## src/rtl/mig_traffic_gen_if.sv

```systemverilog
// MIG 7-series app_* user-interface bundle.
// The generator drives it through master; the memory controller side uses slave.
interface mig_traffic_gen_if #(
  parameter int ADDR_WIDTH = 29,
  parameter int DATA_WIDTH = 256
) ();
  logic [ADDR_WIDTH-1:0]   app_addr;
  logic [2:0]              app_cmd;
  logic                    app_en;
  logic [DATA_WIDTH-1:0]   app_wdf_data;
  logic                    app_wdf_wren;
  logic                    app_wdf_end;
  logic [DATA_WIDTH/8-1:0] app_wdf_mask;
  logic                    app_rdy;
  logic                    app_wdf_rdy;
  logic [DATA_WIDTH-1:0]   app_rd_data;
  logic                    app_rd_data_valid;

  modport master (
    output app_addr, app_cmd, app_en, app_wdf_data, app_wdf_wren, app_wdf_end, app_wdf_mask,
    input  app_rdy, app_wdf_rdy, app_rd_data, app_rd_data_valid
  );
  modport slave (
    input  app_addr, app_cmd, app_en, app_wdf_data, app_wdf_wren, app_wdf_end, app_wdf_mask,
    output app_rdy, app_wdf_rdy, app_rd_data, app_rd_data_valid
  );
endinterface

```

## src/rtl/mig_traffic_gen.sv

```systemverilog
// Write/read-back traffic generator and checker for the MIG app_* interface.
// Beat k lives at base + k*ADDR_STRIDE; each 32-bit lane j of beat k carries seed + k + j.
module mig_tg_lane #(
  parameter int LANE      = 0,
  parameter int CNT_WIDTH = 16
) (
  input  logic [31:0]          seed,
  input  logic [CNT_WIDTH-1:0] wr_idx,
  input  logic [CNT_WIDTH-1:0] rd_idx,
  input  logic [31:0]          rd_word,
  output logic [31:0]          wr_word,
  output logic                 mismatch
);
  localparam logic [31:0] LaneOfs = 32'(LANE);

  assign wr_word  = seed + 32'(wr_idx) + LaneOfs;
  assign mismatch = rd_word != (seed + 32'(rd_idx) + LaneOfs);
endmodule

module mig_traffic_gen #(
  parameter int ADDR_WIDTH  = 29,
  parameter int DATA_WIDTH  = 256,
  parameter int CNT_WIDTH   = 16,
  parameter int ADDR_STRIDE = 8,
  parameter int TIMEOUT     = 1024
) (
  input  logic                  ui_clk,
  input  logic                  ui_clk_sync_rst,
  input  logic                  init_calib_complete,
  input  logic                  start,
  input  logic [1:0]            mode,
  input  logic [CNT_WIDTH-1:0]  num_beats,
  input  logic [ADDR_WIDTH-1:0] base_addr,
  input  logic [31:0]           seed,
  mig_traffic_gen_if.master     app,
  output logic                  busy,
  output logic                  done,
  output logic                  error,
  output logic [CNT_WIDTH-1:0]  err_count,
  output logic [ADDR_WIDTH-1:0] first_err_addr,
  output logic                  timeout
);
  localparam int NUM_LANES = DATA_WIDTH / 32;
  localparam int TW        = $clog2(TIMEOUT + 1);
  localparam logic [TW-1:0] TmoLast = TW'(TIMEOUT - 1);
  localparam logic [2:0] CMD_WR = 3'b000;
  localparam logic [2:0] CMD_RD = 3'b001;

  typedef enum logic [2:0] {S_IDLE, S_WAIT_CAL, S_WRITE, S_READ, S_DRAIN, S_DONE} state_e;

  typedef struct packed {
    logic [1:0]            mode;
    logic [CNT_WIDTH-1:0]  nbeats;
    logic [ADDR_WIDTH-1:0] base;
    logic [31:0]           seed;
  } run_cfg_t;

  state_e                 state_q, state_d;
  run_cfg_t               cfg_q, cfg_d;
  logic [CNT_WIDTH-1:0]   wd_q, wd_d, wc_q, wc_d, rc_q, rc_d, rr_q, rr_d;
  logic [TW-1:0]          tmo_q, tmo_d;
  logic                   app_en_q, app_en_d;
  logic [2:0]             app_cmd_q, app_cmd_d;
  logic [ADDR_WIDTH-1:0]  app_addr_q, app_addr_d;
  logic                   wren_q, wren_d;
  logic [DATA_WIDTH-1:0]  wdata_q, wdata_d;
  logic                   busy_q, busy_d, done_q, done_d, error_q, error_d, timeout_q, timeout_d;
  logic [CNT_WIDTH-1:0]   err_count_q, err_count_d;
  logic [ADDR_WIDTH-1:0]  first_err_addr_q, first_err_addr_d;
  logic                   finish;

  logic                   wr_acc, cmd_acc, rd_vld, in_rd, rd_mismatch;
  logic [CNT_WIDTH-1:0]   wd_nxt, wc_nxt, rc_nxt;
  logic [NUM_LANES-1:0][31:0] wr_pat, rd_word;
  logic [NUM_LANES-1:0]   lane_mis;

  function automatic logic [ADDR_WIDTH-1:0] addr_of(input logic [ADDR_WIDTH-1:0] b,
                                                    input logic [CNT_WIDTH-1:0]  k);
    return b + ADDR_WIDTH'(k) * ADDR_WIDTH'(ADDR_STRIDE);
  endfunction

  assign wr_acc  = wren_q & app.app_wdf_rdy;
  assign cmd_acc = app_en_q & app.app_rdy;
  assign rd_vld  = app.app_rd_data_valid;
  assign in_rd   = (state_q == S_READ) || (state_q == S_DRAIN);
  assign wd_nxt  = wd_q + CNT_WIDTH'(wr_acc);
  assign wc_nxt  = wc_q + CNT_WIDTH'(cmd_acc && state_q == S_WRITE);
  assign rc_nxt  = rc_q + CNT_WIDTH'(cmd_acc && state_q == S_READ);
  assign rd_word = app.app_rd_data;

  // Write pattern tracks the next data index so wdf_data is ready the cycle after acceptance.
  for (genvar j = 0; j < NUM_LANES; j++) begin : g_lane
    mig_tg_lane #(.LANE(j), .CNT_WIDTH(CNT_WIDTH)) u_lane (
      .seed     (cfg_q.seed),
      .wr_idx   (wd_nxt),
      .rd_idx   (rr_q),
      .rd_word  (rd_word[j]),
      .wr_word  (wr_pat[j]),
      .mismatch (lane_mis[j])
    );
  end
  assign rd_mismatch = |lane_mis;

  always_comb begin
    state_d          = state_q;
    cfg_d            = cfg_q;
    wd_d             = wd_q;
    wc_d             = wc_q;
    rc_d             = rc_q;
    rr_d             = rr_q;
    tmo_d            = tmo_q;
    app_en_d         = app_en_q;
    app_cmd_d        = app_cmd_q;
    app_addr_d       = app_addr_q;
    wren_d           = wren_q;
    wdata_d          = wdata_q;
    busy_d           = busy_q;
    done_d           = done_q;
    error_d          = error_q;
    err_count_d      = err_count_q;
    first_err_addr_d = first_err_addr_q;
    timeout_d        = timeout_q;
    finish           = 1'b0;

    // Every returned beat is scored; beats nobody asked for count as errors too.
    if (rd_vld) begin
      if (!in_rd || rr_q == cfg_q.nbeats || rd_mismatch) begin
        error_d = 1'b1;
        if (err_count_q != '1) err_count_d = err_count_q + 1'b1;
        if (err_count_q == '0) first_err_addr_d = addr_of(cfg_q.base, rr_q);
      end
      if (in_rd && rr_q != cfg_q.nbeats) rr_d = rr_q + 1'b1;
    end

    case (state_q)
      S_IDLE, S_DONE: begin
        if (start) begin
          state_d          = S_WAIT_CAL;
          cfg_d.mode       = (mode == 2'd3) ? 2'd0 : mode;
          cfg_d.nbeats     = num_beats;
          cfg_d.base       = base_addr;
          cfg_d.seed       = seed;
          wd_d             = '0;
          wc_d             = '0;
          rc_d             = '0;
          rr_d             = '0;
          tmo_d            = '0;
          busy_d           = 1'b1;
          done_d           = 1'b0;
          error_d          = 1'b0;
          err_count_d      = '0;
          first_err_addr_d = '0;
          timeout_d        = 1'b0;
        end
      end
      S_WAIT_CAL: begin
        if (init_calib_complete) begin
          if (cfg_q.nbeats == '0) begin
            finish = 1'b1;
          end else if (cfg_q.mode == 2'd2) begin
            state_d    = S_READ;
            app_en_d   = 1'b1;
            app_cmd_d  = CMD_RD;
            app_addr_d = addr_of(cfg_q.base, '0);
          end else begin
            state_d = S_WRITE;
            wren_d  = 1'b1;
            wdata_d = wr_pat;
          end
        end
      end
      S_WRITE: begin
        // A command is only raised once its data beat has been taken by the MIG.
        wd_d       = wd_nxt;
        wc_d       = wc_nxt;
        wren_d     = wd_nxt < cfg_q.nbeats;
        wdata_d    = wr_pat;
        app_en_d   = wc_nxt < wd_nxt;
        app_cmd_d  = CMD_WR;
        app_addr_d = addr_of(cfg_q.base, wc_nxt);
        if (wc_nxt == cfg_q.nbeats) begin
          if (cfg_q.mode == 2'd0) begin
            state_d    = S_READ;
            app_en_d   = 1'b1;
            app_cmd_d  = CMD_RD;
            app_addr_d = addr_of(cfg_q.base, '0);
            tmo_d      = '0;
          end else begin
            finish = 1'b1;
          end
        end
      end
      S_READ: begin
        rc_d       = rc_nxt;
        app_en_d   = rc_nxt < cfg_q.nbeats;
        app_cmd_d  = CMD_RD;
        app_addr_d = addr_of(cfg_q.base, rc_nxt);
        if (rc_nxt == cfg_q.nbeats) state_d = S_DRAIN;
      end
      S_DRAIN: begin
        if (rr_d == cfg_q.nbeats) finish = 1'b1;
      end
      default: state_d = S_IDLE;
    endcase

    // Idle time only counts while read data is actually owed.
    if (in_rd) begin
      if (rd_vld || cmd_acc) begin
        tmo_d = '0;
      end else if (rr_q < rc_q) begin
        if (tmo_q == TmoLast) begin
          timeout_d = 1'b1;
          error_d   = 1'b1;
          finish    = 1'b1;
        end else begin
          tmo_d = tmo_q + 1'b1;
        end
      end
    end

    if (finish) begin
      state_d  = S_DONE;
      busy_d   = 1'b0;
      done_d   = 1'b1;
      app_en_d = 1'b0;
      wren_d   = 1'b0;
    end
  end

  always_ff @(posedge ui_clk) begin
    if (ui_clk_sync_rst) begin
      state_q          <= S_IDLE;
      cfg_q            <= '0;
      wd_q             <= '0;
      wc_q             <= '0;
      rc_q             <= '0;
      rr_q             <= '0;
      tmo_q            <= '0;
      app_en_q         <= 1'b0;
      app_cmd_q        <= CMD_WR;
      app_addr_q       <= '0;
      wren_q           <= 1'b0;
      wdata_q          <= '0;
      busy_q           <= 1'b0;
      done_q           <= 1'b0;
      error_q          <= 1'b0;
      err_count_q      <= '0;
      first_err_addr_q <= '0;
      timeout_q        <= 1'b0;
    end else begin
      state_q          <= state_d;
      cfg_q            <= cfg_d;
      wd_q             <= wd_d;
      wc_q             <= wc_d;
      rc_q             <= rc_d;
      rr_q             <= rr_d;
      tmo_q            <= tmo_d;
      app_en_q         <= app_en_d;
      app_cmd_q        <= app_cmd_d;
      app_addr_q       <= app_addr_d;
      wren_q           <= wren_d;
      wdata_q          <= wdata_d;
      busy_q           <= busy_d;
      done_q           <= done_d;
      error_q          <= error_d;
      err_count_q      <= err_count_d;
      first_err_addr_q <= first_err_addr_d;
      timeout_q        <= timeout_d;
    end
  end

  assign app.app_en       = app_en_q;
  assign app.app_cmd      = app_cmd_q;
  assign app.app_addr     = app_addr_q;
  assign app.app_wdf_wren = wren_q;
  assign app.app_wdf_end  = wren_q;
  assign app.app_wdf_data = wdata_q;
  assign app.app_wdf_mask = '0;
  assign busy             = busy_q;
  assign done             = done_q;
  assign error            = error_q;
  assign err_count        = err_count_q;
  assign first_err_addr   = first_err_addr_q;
  assign timeout          = timeout_q;
endmodule

```

## src/flat_wrapper.sv

```systemverilog
// flat-port wrapper written by rule: the top's interface ports become plain ports
module mig_traffic_gen_flat 
#(
  parameter int ADDR_WIDTH  = 29,
  parameter int DATA_WIDTH  = 256,
  parameter int CNT_WIDTH   = 16,
  parameter int ADDR_STRIDE = 8,
  parameter int TIMEOUT     = 1024
)
  (ui_clk, ui_clk_sync_rst, init_calib_complete, start, mode, num_beats, base_addr, seed, busy, done, error, err_count, first_err_addr, timeout, app_app_addr, app_app_cmd, app_app_en, app_app_wdf_data, app_app_wdf_wren, app_app_wdf_end, app_app_wdf_mask, app_app_rdy, app_app_wdf_rdy, app_app_rd_data, app_app_rd_data_valid);
  mig_traffic_gen_if #(.ADDR_WIDTH(ADDR_WIDTH), .DATA_WIDTH(DATA_WIDTH)) app_i ();
  input  logic ui_clk;
  input  logic ui_clk_sync_rst;
  input  logic init_calib_complete;
  input  logic start;
  input  logic [1:0] mode;
  input  logic [CNT_WIDTH-1:0] num_beats;
  input  logic [ADDR_WIDTH-1:0] base_addr;
  input  logic [31:0] seed;
  output logic busy;
  output logic done;
  output logic error;
  output logic [CNT_WIDTH-1:0] err_count;
  output logic [ADDR_WIDTH-1:0] first_err_addr;
  output logic timeout;
  output wire logic [$bits(app_i.app_addr)-1:0] app_app_addr;
  output wire logic [$bits(app_i.app_cmd)-1:0] app_app_cmd;
  output wire logic [$bits(app_i.app_en)-1:0] app_app_en;
  output wire logic [$bits(app_i.app_wdf_data)-1:0] app_app_wdf_data;
  output wire logic [$bits(app_i.app_wdf_wren)-1:0] app_app_wdf_wren;
  output wire logic [$bits(app_i.app_wdf_end)-1:0] app_app_wdf_end;
  output wire logic [$bits(app_i.app_wdf_mask)-1:0] app_app_wdf_mask;
  input wire logic [$bits(app_i.app_rdy)-1:0] app_app_rdy;
  input wire logic [$bits(app_i.app_wdf_rdy)-1:0] app_app_wdf_rdy;
  input wire logic [$bits(app_i.app_rd_data)-1:0] app_app_rd_data;
  input wire logic [$bits(app_i.app_rd_data_valid)-1:0] app_app_rd_data_valid;
  assign app_app_addr = app_i.app_addr;
  assign app_app_cmd = app_i.app_cmd;
  assign app_app_en = app_i.app_en;
  assign app_app_wdf_data = app_i.app_wdf_data;
  assign app_app_wdf_wren = app_i.app_wdf_wren;
  assign app_app_wdf_end = app_i.app_wdf_end;
  assign app_app_wdf_mask = app_i.app_wdf_mask;
  assign app_i.app_rdy = app_app_rdy;
  assign app_i.app_wdf_rdy = app_app_wdf_rdy;
  assign app_i.app_rd_data = app_app_rd_data;
  assign app_i.app_rd_data_valid = app_app_rd_data_valid;
  mig_traffic_gen #(.ADDR_WIDTH(ADDR_WIDTH), .DATA_WIDTH(DATA_WIDTH), .CNT_WIDTH(CNT_WIDTH), .ADDR_STRIDE(ADDR_STRIDE), .TIMEOUT(TIMEOUT)) u_core (.ui_clk(ui_clk), .ui_clk_sync_rst(ui_clk_sync_rst), .init_calib_complete(init_calib_complete), .start(start), .mode(mode), .num_beats(num_beats), .base_addr(base_addr), .seed(seed), .app(app_i), .busy(busy), .done(done), .error(error), .err_count(err_count), .first_err_addr(first_err_addr), .timeout(timeout));
endmodule
```

## config.mk

```make
export PLATFORM = sky130hd
export DESIGN_NAME = mig_traffic_gen_flat
export DESIGN_NICKNAME = d
export VERILOG_FILES = /design/src/rtl/mig_traffic_gen_if.sv /design/src/rtl/mig_traffic_gen.sv /design/src/flat_wrapper.sv
export SDC_FILE = /design/constraint.sdc
export NUM_CORES = 2
export LEC_CHECK = 0
export ABC_CLOCK_PERIOD_IN_PS = 17800
export CAP_MARGIN = 20
export CORE_MARGIN = 5
export CORE_UTILIZATION = 40
export DETAILED_ROUTE_END_ITERATION = 6
export GPL_ROUTABILITY_DRIVEN = 0
export HOLD_SLACK_MARGIN = 0.02
export PLACE_DENSITY = 0.62
export REMOVE_ABC_BUFFERS = 1
export SLEW_MARGIN = 20
export SYNTH_ARGS = -nofsm -noshare
export SYNTH_HDL_FRONTEND = slang
export SYNTH_HIERARCHICAL = 1
export SYNTH_SLANG_ARGS = --single-unit
```

## constraint.sdc

```tcl
create_clock -name ui_clk -period 17.8 [get_ports ui_clk]
set_input_delay 5.34 -clock ui_clk [delete_from_list [all_inputs] [get_ports ui_clk]]
set_output_delay 5.34 -clock ui_clk [all_outputs]
set_load 0.005 [all_outputs]
```

; ---- Word level (Yosys, flattened, before mapping)
; Index checks and enable logic that the tools add are counted.
; W data, S select, Z words.
[classes]
n_addsub = 25
eq_ne = 37
n_lt_le_gt_ge = 4
n_bitwise = 3
reduce_logical = 29
n_mux = 89
[op_table]
columns = op, n
row1 = $mux W256, 3
row2 = $pmux W256 S2, 1
row3 = $mux W29, 10
row4 = $add A32 B3 Y32 const B, 8
row5 = $ne A32 B32 Y1, 8
row6 = $mux W16, 10
row7 = $add A32 B2 Y32 const B, 4
row8 = $pmux W16 S2, 3
row9 = $add A29 B19 Y29, 3
row10 = $pmux W29 S3, 1
row11 = $mux W11, 7
row12 = $add A32 B1 Y32 const B, 2
row13 = $add A32 B16 Y32, 2
row14 = $eq A16 B16 Y1, 4
row15 = $lt A16 B16 Y1, 4
row16 = $add A16 B1 Y16, 3
row17 = $mux W1, 36
row18 = $mux W3, 11
row19 = $add A16 B1 Y16 const B, 2
row20 = $logic_not A16 Y1, 2
row21 = $pmux W11 S2, 1
row22 = $ne A3 B2 Y1 const B, 6
row23 = $ne A16 B16 Y1, 1
row24 = $ne A16 B16 Y1 const B, 1
row25 = other kinds (27), 54
[totals]
reg_bits = 496
input_bits = 342
output_inout_bits = 372

; ---- Depth between registers and ports, before layout
[depth]
depth_word = 14
depth_mapped = 24

; ---- Modules after synthesis
; The synthesis kept the hierarchy.
[by_module_without_submodules]
columns = module, cells_each, instances, area_per_inst_um2
row1 = mig_traffic_gen, 3166, 1, 24491.0
row2 = mig_tg_lane (u_core.g_lane[3].u_lane), 473, 1, 3559.7
row3 = mig_tg_lane (u_core.g_lane[6].u_lane), 423, 1, 3185.6
row4 = mig_tg_lane (u_core.g_lane[4].u_lane), 414, 1, 3124.2
row5 = mig_tg_lane (u_core.g_lane[7].u_lane), 427, 1, 3100.5
row6 = mig_tg_lane (u_core.g_lane[2].u_lane), 409, 1, 3007.9
row7 = mig_tg_lane (u_core.g_lane[5].u_lane), 385, 1, 2894.0
row8 = mig_tg_lane (u_core.g_lane[0].u_lane), 393, 1, 2770.2
row9 = mig_tg_lane (u_core.g_lane[1].u_lane), 356, 1, 2488.6

; ---- Worst setup path after synthesis
; No wires, ideal clock.
[synth_timing]
kind = input-to-reg
startpoint = in app_app_wdf_rdy
endpoint = reg u_core.wdata_q[189] (netlist: u_core/app.app_wdf_data[189])
stages = 21
required_ns = 17.668
path_buffers = 1
setup_slack_ns = 7.801
setup_time_ns = 0.132
t_arrival_ns = 9.866
cell_sequence = and2_1 > ha_1 > ha_1 > and3_1 > and3_1 > and3_1 > and3_1 > clkbuf_1 > xor2_1 > ha_1 > ha_1 > or2_2 > a21oi_1 > a31oi_1 > nor2b_1 > or4b_1 > a21oi_1 > nor3_1 > xor2_1 > nand2_1 > a21oi_1
[synth_between]
elab_chain_cells = 8
[synth_lines]
columns = element, line_no
row1 = "start, declared", flat_wrapper.sv:34  ; input wire logic [$bits(app_i.app_wdf_rdy)-1:0] app_app_wdf_rdy;
row2 = $and A1 B1 Y1 *, mig_traffic_gen.sv:82  ; assign wr_acc = wren_q & app.app_wdf_rdy;
row3 = $add A16 B1 Y16 *, mig_traffic_gen.sv:86  ; assign wd_nxt = wd_q + CNT_WIDTH'(wr_acc);
row4 = via u_core.wd_nxt[10], mig_traffic_gen.sv:73  ; logic [CNT_WIDTH-1:0] wd_nxt, wc_nxt, rc_nxt;
row5 = $add A32 B16 Y32 *, mig_traffic_gen.sv:16  ; assign wr_word = seed + 32'(wr_idx) + LaneOfs;
row6 = $add A32 B3 Y32 *, mig_traffic_gen.sv:16
row7 = $mux W256, mig_traffic_gen.sv:160  ; end else if (cfg_q.mode == 2'd2) begin
row8 = $mux W256, mig_traffic_gen.sv:158  ; if (cfg_q.nbeats == '0) begin
row9 = $mux W256, mig_traffic_gen.sv:157  ; if (init_calib_complete) begin
row10 = $pmux W256 S2 *, mig_traffic_gen.sv:135  ; case (state_q)
row11 = via u_core.wdata_d[189], mig_traffic_gen.sv:66  ; logic [DATA_WIDTH-1:0] wdata_q, wdata_d;
row12 = "end signal, assigned", mig_traffic_gen.sv:262  ; wdata_q <= wdata_d;
row13 = "end, declared", mig_traffic_gen.sv:66
; Mark *: on every way through the listed nets, which the timed path passes. The rest lies on a longest branch. The select of a mux whose other input is x is not followed.
; A chain may end at the register's enable or synchronous reset.

; ---- Final worst setup path
[layout_timing]
startpoint = in app_app_rd_data[34]
endpoint = reg u_core.first_err_addr_q[8] (netlist: u_core/first_err_addr[8])
[layout_between]
elab_chain_cells = 7
[layout_lines]
columns = element, line_no
row1 = "start, declared", flat_wrapper.sv:35  ; input wire logic [$bits(app_i.app_rd_data)-1:0] app_app_rd_data;
row2 = $ne A32 B32 Y1 *, mig_traffic_gen.sv:17  ; assign mismatch = rd_word != (seed + 32'(rd_idx) + LaneOfs);
row3 = via u_core.lane_mis[1], mig_traffic_gen.sv:75  ; logic [NUM_LANES-1:0] lane_mis;
row4 = $reduce_or A8 Y1 *, mig_traffic_gen.sv:102  ; assign rd_mismatch = |lane_mis;
row5 = $logic_or A1 B1 Y1 *, mig_traffic_gen.sv:127  ; if (!in_rd || rr_q == cfg_q.nbeats || rd_mismatch) begin
row6 = $mux W29 *, mig_traffic_gen.sv:127
row7 = $mux W29 *, mig_traffic_gen.sv:126  ; if (rd_vld) begin
row8 = $mux W29, mig_traffic_gen.sv:137  ; if (start) begin
row9 = $mux W29 *, mig_traffic_gen.sv:135
row10 = "end signal, assigned", mig_traffic_gen.sv:267  ; first_err_addr_q <= first_err_addr_d;
row11 = "end, declared", mig_traffic_gen.sv:69  ; logic [ADDR_WIDTH-1:0] first_err_addr_q, first_err_addr_d;
; Mark *: on every way through the listed nets, which the timed path passes. The rest lies on a longest branch.

==> metrics.csv <==
metric;value;unit
share of the synthesized area in the top cell type;20.34;%
TritonCTS Sinks;494;
hpwl dp;154100;um
sw frac;45.40;%
Logic pwr share;48.7;%
Clock Power Share;24.6;%
most frequent cells after synthesis;nand2_1, a21oi_1, ha_1;
clock skew;0.06555;ns
setup violators final;0;
layout cell share with drive strength beyond 1;6.061;%
max-slew violations;0;
FMAX;0.09169;GHz
Cell Area, Synth;48620;um2
origin of the critical flop-to-flop path;u_core/cfg_q[0];
DR vias;50540;
Main synth FF type;dfxtp_1;
Post-synth EDFFs;0;
Worst Max-Slew Pin Slew;1.264;ns
DRC Markers;2;
initial drt markers;4382;
synthesized flop and latch total;494;
largest net degree at the start of global routing;96;
Initial Utilization;40.10;%
Hold Crit Class;reg2reg;
clock period minus worst slack;10.91;ns
Power Density;95.08;nW/um2
FF-to-FF End;u_core/first_err_addr[8];
CTS tree;done;
synth top area cells;dfxtp_1, ha_1, nand2_1;
Switch Pwr;2.548;mW
CP Class;in2reg;
endpoint class of the critical path;flip-flop;
area share of fa/ha/maj cells after synthesis;15.39;%
worst hold start;u_core/app.app_wdf_data[153];
Cells after Synth;6446;
cell taking the most area after synthesis;dfxtp_1;
final WL;201000;um
die width;358.6;um
vias in the first global route;47130;
Simple-Gate Fraction of Synth Area;23.55;%
hold slack;0.4523;ns
postcts setup bufs;0;
most instantiated library cell after synthesis;nand2_1;
worst slack, placed;6.288;ns
core area;121200;um2
Reg power frac;26.8;%
row cnt;128;
ys async rst share;0;%
post-synthesis compound-gate area fraction;22.15;%
average size of a mapped cell;7.543;um2
antenna viol nets, final;0;
Slew headroom;15.76;%
FF-to-FF setup slack;10.04;ns
Leak;24.20;nW
status;finished, violations left;
CP startpoint kind;input port;
initial antenna violation count;32;
maximum fanout along the worst path;20;
worst endpoint required time;18.37;ns
Vias/cell;5.821;
Area Overhead vs Synth;21.38;%
port bufs;679;
Wirelength per Cell;23.15;um
Peak VDD IR;0.1232;mV
final worst setup slack;6.894;ns
Hold Fails Final Rpt;0;
DR pass1 iterations;7;
post-layout util;48.68;%
All-Layer GR Usage;29.48;%
RSZ-0062 raised after global routing;false;
CTS HTree Levels;2;
Distinct cells, synth;143;
failing checks;DRC;
CTS Buffer Depth;3;
root buffer cell;clkbuf_16;
filler cell count;12130;
clk_lat worst skew;0.72;ns
Die Height;358.6;um
period utilisation layout;61.27;%
post-CTS sizing;0;
Crit path arrival time;11.47;ns
die footprint;128600;um2
Ys Warns;6;
aggregate global routing overflow;0;
largest family of logic cells by synthesized area;simple AND/OR/NAND/NOR gates;
max-cap viol count;0;
Hold EP;u_core/app.app_wdf_data[153];
I/O pin count;714;
cts hold-fix bufs;0;
Hold Path Stages;2;
R2R depth;20;
Post-Synth XOR/XNOR Area;12.70;%
mux contribution to synthesized area;0.7540;%
clock slew at reported path FFs;0.06;ns
Pint;3.064;mW
clock buffer count from CTS;60;
Seq/Total Area, Yosys;20.34;%
final net count;7907;
first-pass GRT wire length;292800;um
TNS Setup;0;ns
==> layer usage <==
metal	GRT usage [%]	part of all wire, %
met5	0	0.015
met4	13.60	4.9
met3	5.281	8.2
met2	48.21	46
met1	37.80	41
==> power by group through the flow <==
stage,logic [mW],clock network (mW),registers [mW]
floorplan,1.54,0,1.51
CTS,2.71,1.41,1.50
detailed placement,2.69,0,1.52
global route,2.96,1.44,1.52
finish,2.73,1.38,1.50
global placement,2.67,0,1.52
==> per-stage QoR <==
step,power (mW),cells,area (um2)
after detailed placement,4.213,8542,56740
after global routing,5.922,8680,59010
after floorplan,3.051,6158,47140
final,5.611,8683,59020
after CTS,5.611,8654,58940
after global placement,4.190,8541,56730
==> kinds of logic (layout without fill, tap and decap cells) <==
group                    Yosys count  count (layout)
other                              1              63
XOR/XNOR                         694             694
multiplexers                      36              36
buffers and inverters            552            1102
AND/OR/NAND/NOR                 2415            2415
flip-flops                       494             494
AO/OA/AOI/OAI                   1667            1667
adder cells (fa/ha/maj)          587             587
==> area by class of cell <==
type / instances / area (um2) / area share [%]
Antenna cell: 29 / 72.57 / 0.1230
Clock buffer: 75 / 1658 / 2.809
Clock inverter: 37 / 544.3 / 0.9222
Inverter: 231 / 867.1 / 1.469
Multi-Input combinational cell: 5433 / 36500 / 61.84
Sequential cell: 494 / 9942 / 16.85
Tap cell: 1625 / 2033 / 3.445
Timing Repair Buffer: 759 / 7402 / 12.54
==> registers in the layout (all words and copies together), names as in the netlist <==
signal	flops
u_core/timeout	1
u_core/tmo_q	11
u_core/app.app_cmd	1
u_core/done	1
u_core/err_count	16
u_core/wc_q	16
u_core/wd_q	16
u_core/app.app_wdf_end	1
u_core/state_q	3
u_core/busy	1
u_core/first_err_addr	29
u_core/app.app_addr	29
u_core/rc_q	16
u_core/cfg_q	79
u_core/error	1
u_core/app.app_wdf_data	256
u_core/app.app_en	1
u_core/rr_q	16
==> worst max path at each step <==
stage	startpoint	endpoint	slack (ns)	cells past startpoint
floorplan	init_calib_complete	u_core/app.app_wdf_end	7.25	5
global placement	app_app_rd_data[34]	u_core/first_err_addr[8]	6.39	18
detailed placement	app_app_rd_data[34]	u_core/first_err_addr[8]	6.29	18
CTS	app_app_rd_data[34]	u_core/first_err_addr[8]	7.04	18
global route	app_app_rd_data[34]	u_core/first_err_addr[8]	6.64	18
finish	app_app_rd_data[34]	u_core/first_err_addr[8]	6.89	18
==> cells in the final DEF, fill, tap and decap left out, types with 23 or more instances in the layout <==
cell type / synthesis / layout
a21oi_1: 721 / 719
nand2b_1: 43 / 43
o21ai_1: 36 / 37
a21o_1: 103 / 103
inv_1: 230 / 230
a211oi_1: 65 / 64
buf_4: 55 / 80
xor2_1: 267 / 259
nor2b_1: 46 / 46
conb_1: 1 / 34
dfxtp_2: 0 / 36
nor4_1: 53 / 53
clkdlybuf4s50_1: 0 / 678
nand2_1: 1101 / 1099
o31ai_1: 26 / 26
nor3b_1: 25 / 25
nand3_1: 205 / 205
o2111ai_1: 23 / 23
or3_1: 29 / 29
a31oi_1: 61 / 61
and2_1: 29 / 28
diode_2: 0 / 29
o21a_1: 58 / 58
o21ai_0: 203 / 202
nand4_1: 94 / 94
nor2_1: 432 / 430
and4_1: 24 / 24
o211ai_1: 38 / 38
dfxtp_1: 494 / 456
o21bai_1: 31 / 31
mux2i_1: 31 / 31
xnor2_1: 417 / 414
and3_1: 76 / 76
nor3_1: 103 / 102
clkbuf_16: 0 / 60
ha_1: 567 / 567
==> critical path: stages <==
cell and delay (ns):
clkdlybuf4s50_1 0.42, xnor2_1 0.14, xnor2_1 0.13, nor3_1 0.37, and4_1 0.25, o211ai_1 0.10
a2111oi_2 0.29, nand3_1 0.10, or4_1 0.56, or4_1 0.54, a2111oi_2 0.31, o2111ai_1 0.28
nor4_1 1.05, nand3_1 0.20, a21oi_1 0.50, or3_1 0.62, or2_2 0.22, a21oi_1 0.05
Note: power is estimated with default switching activity, not from simulation.
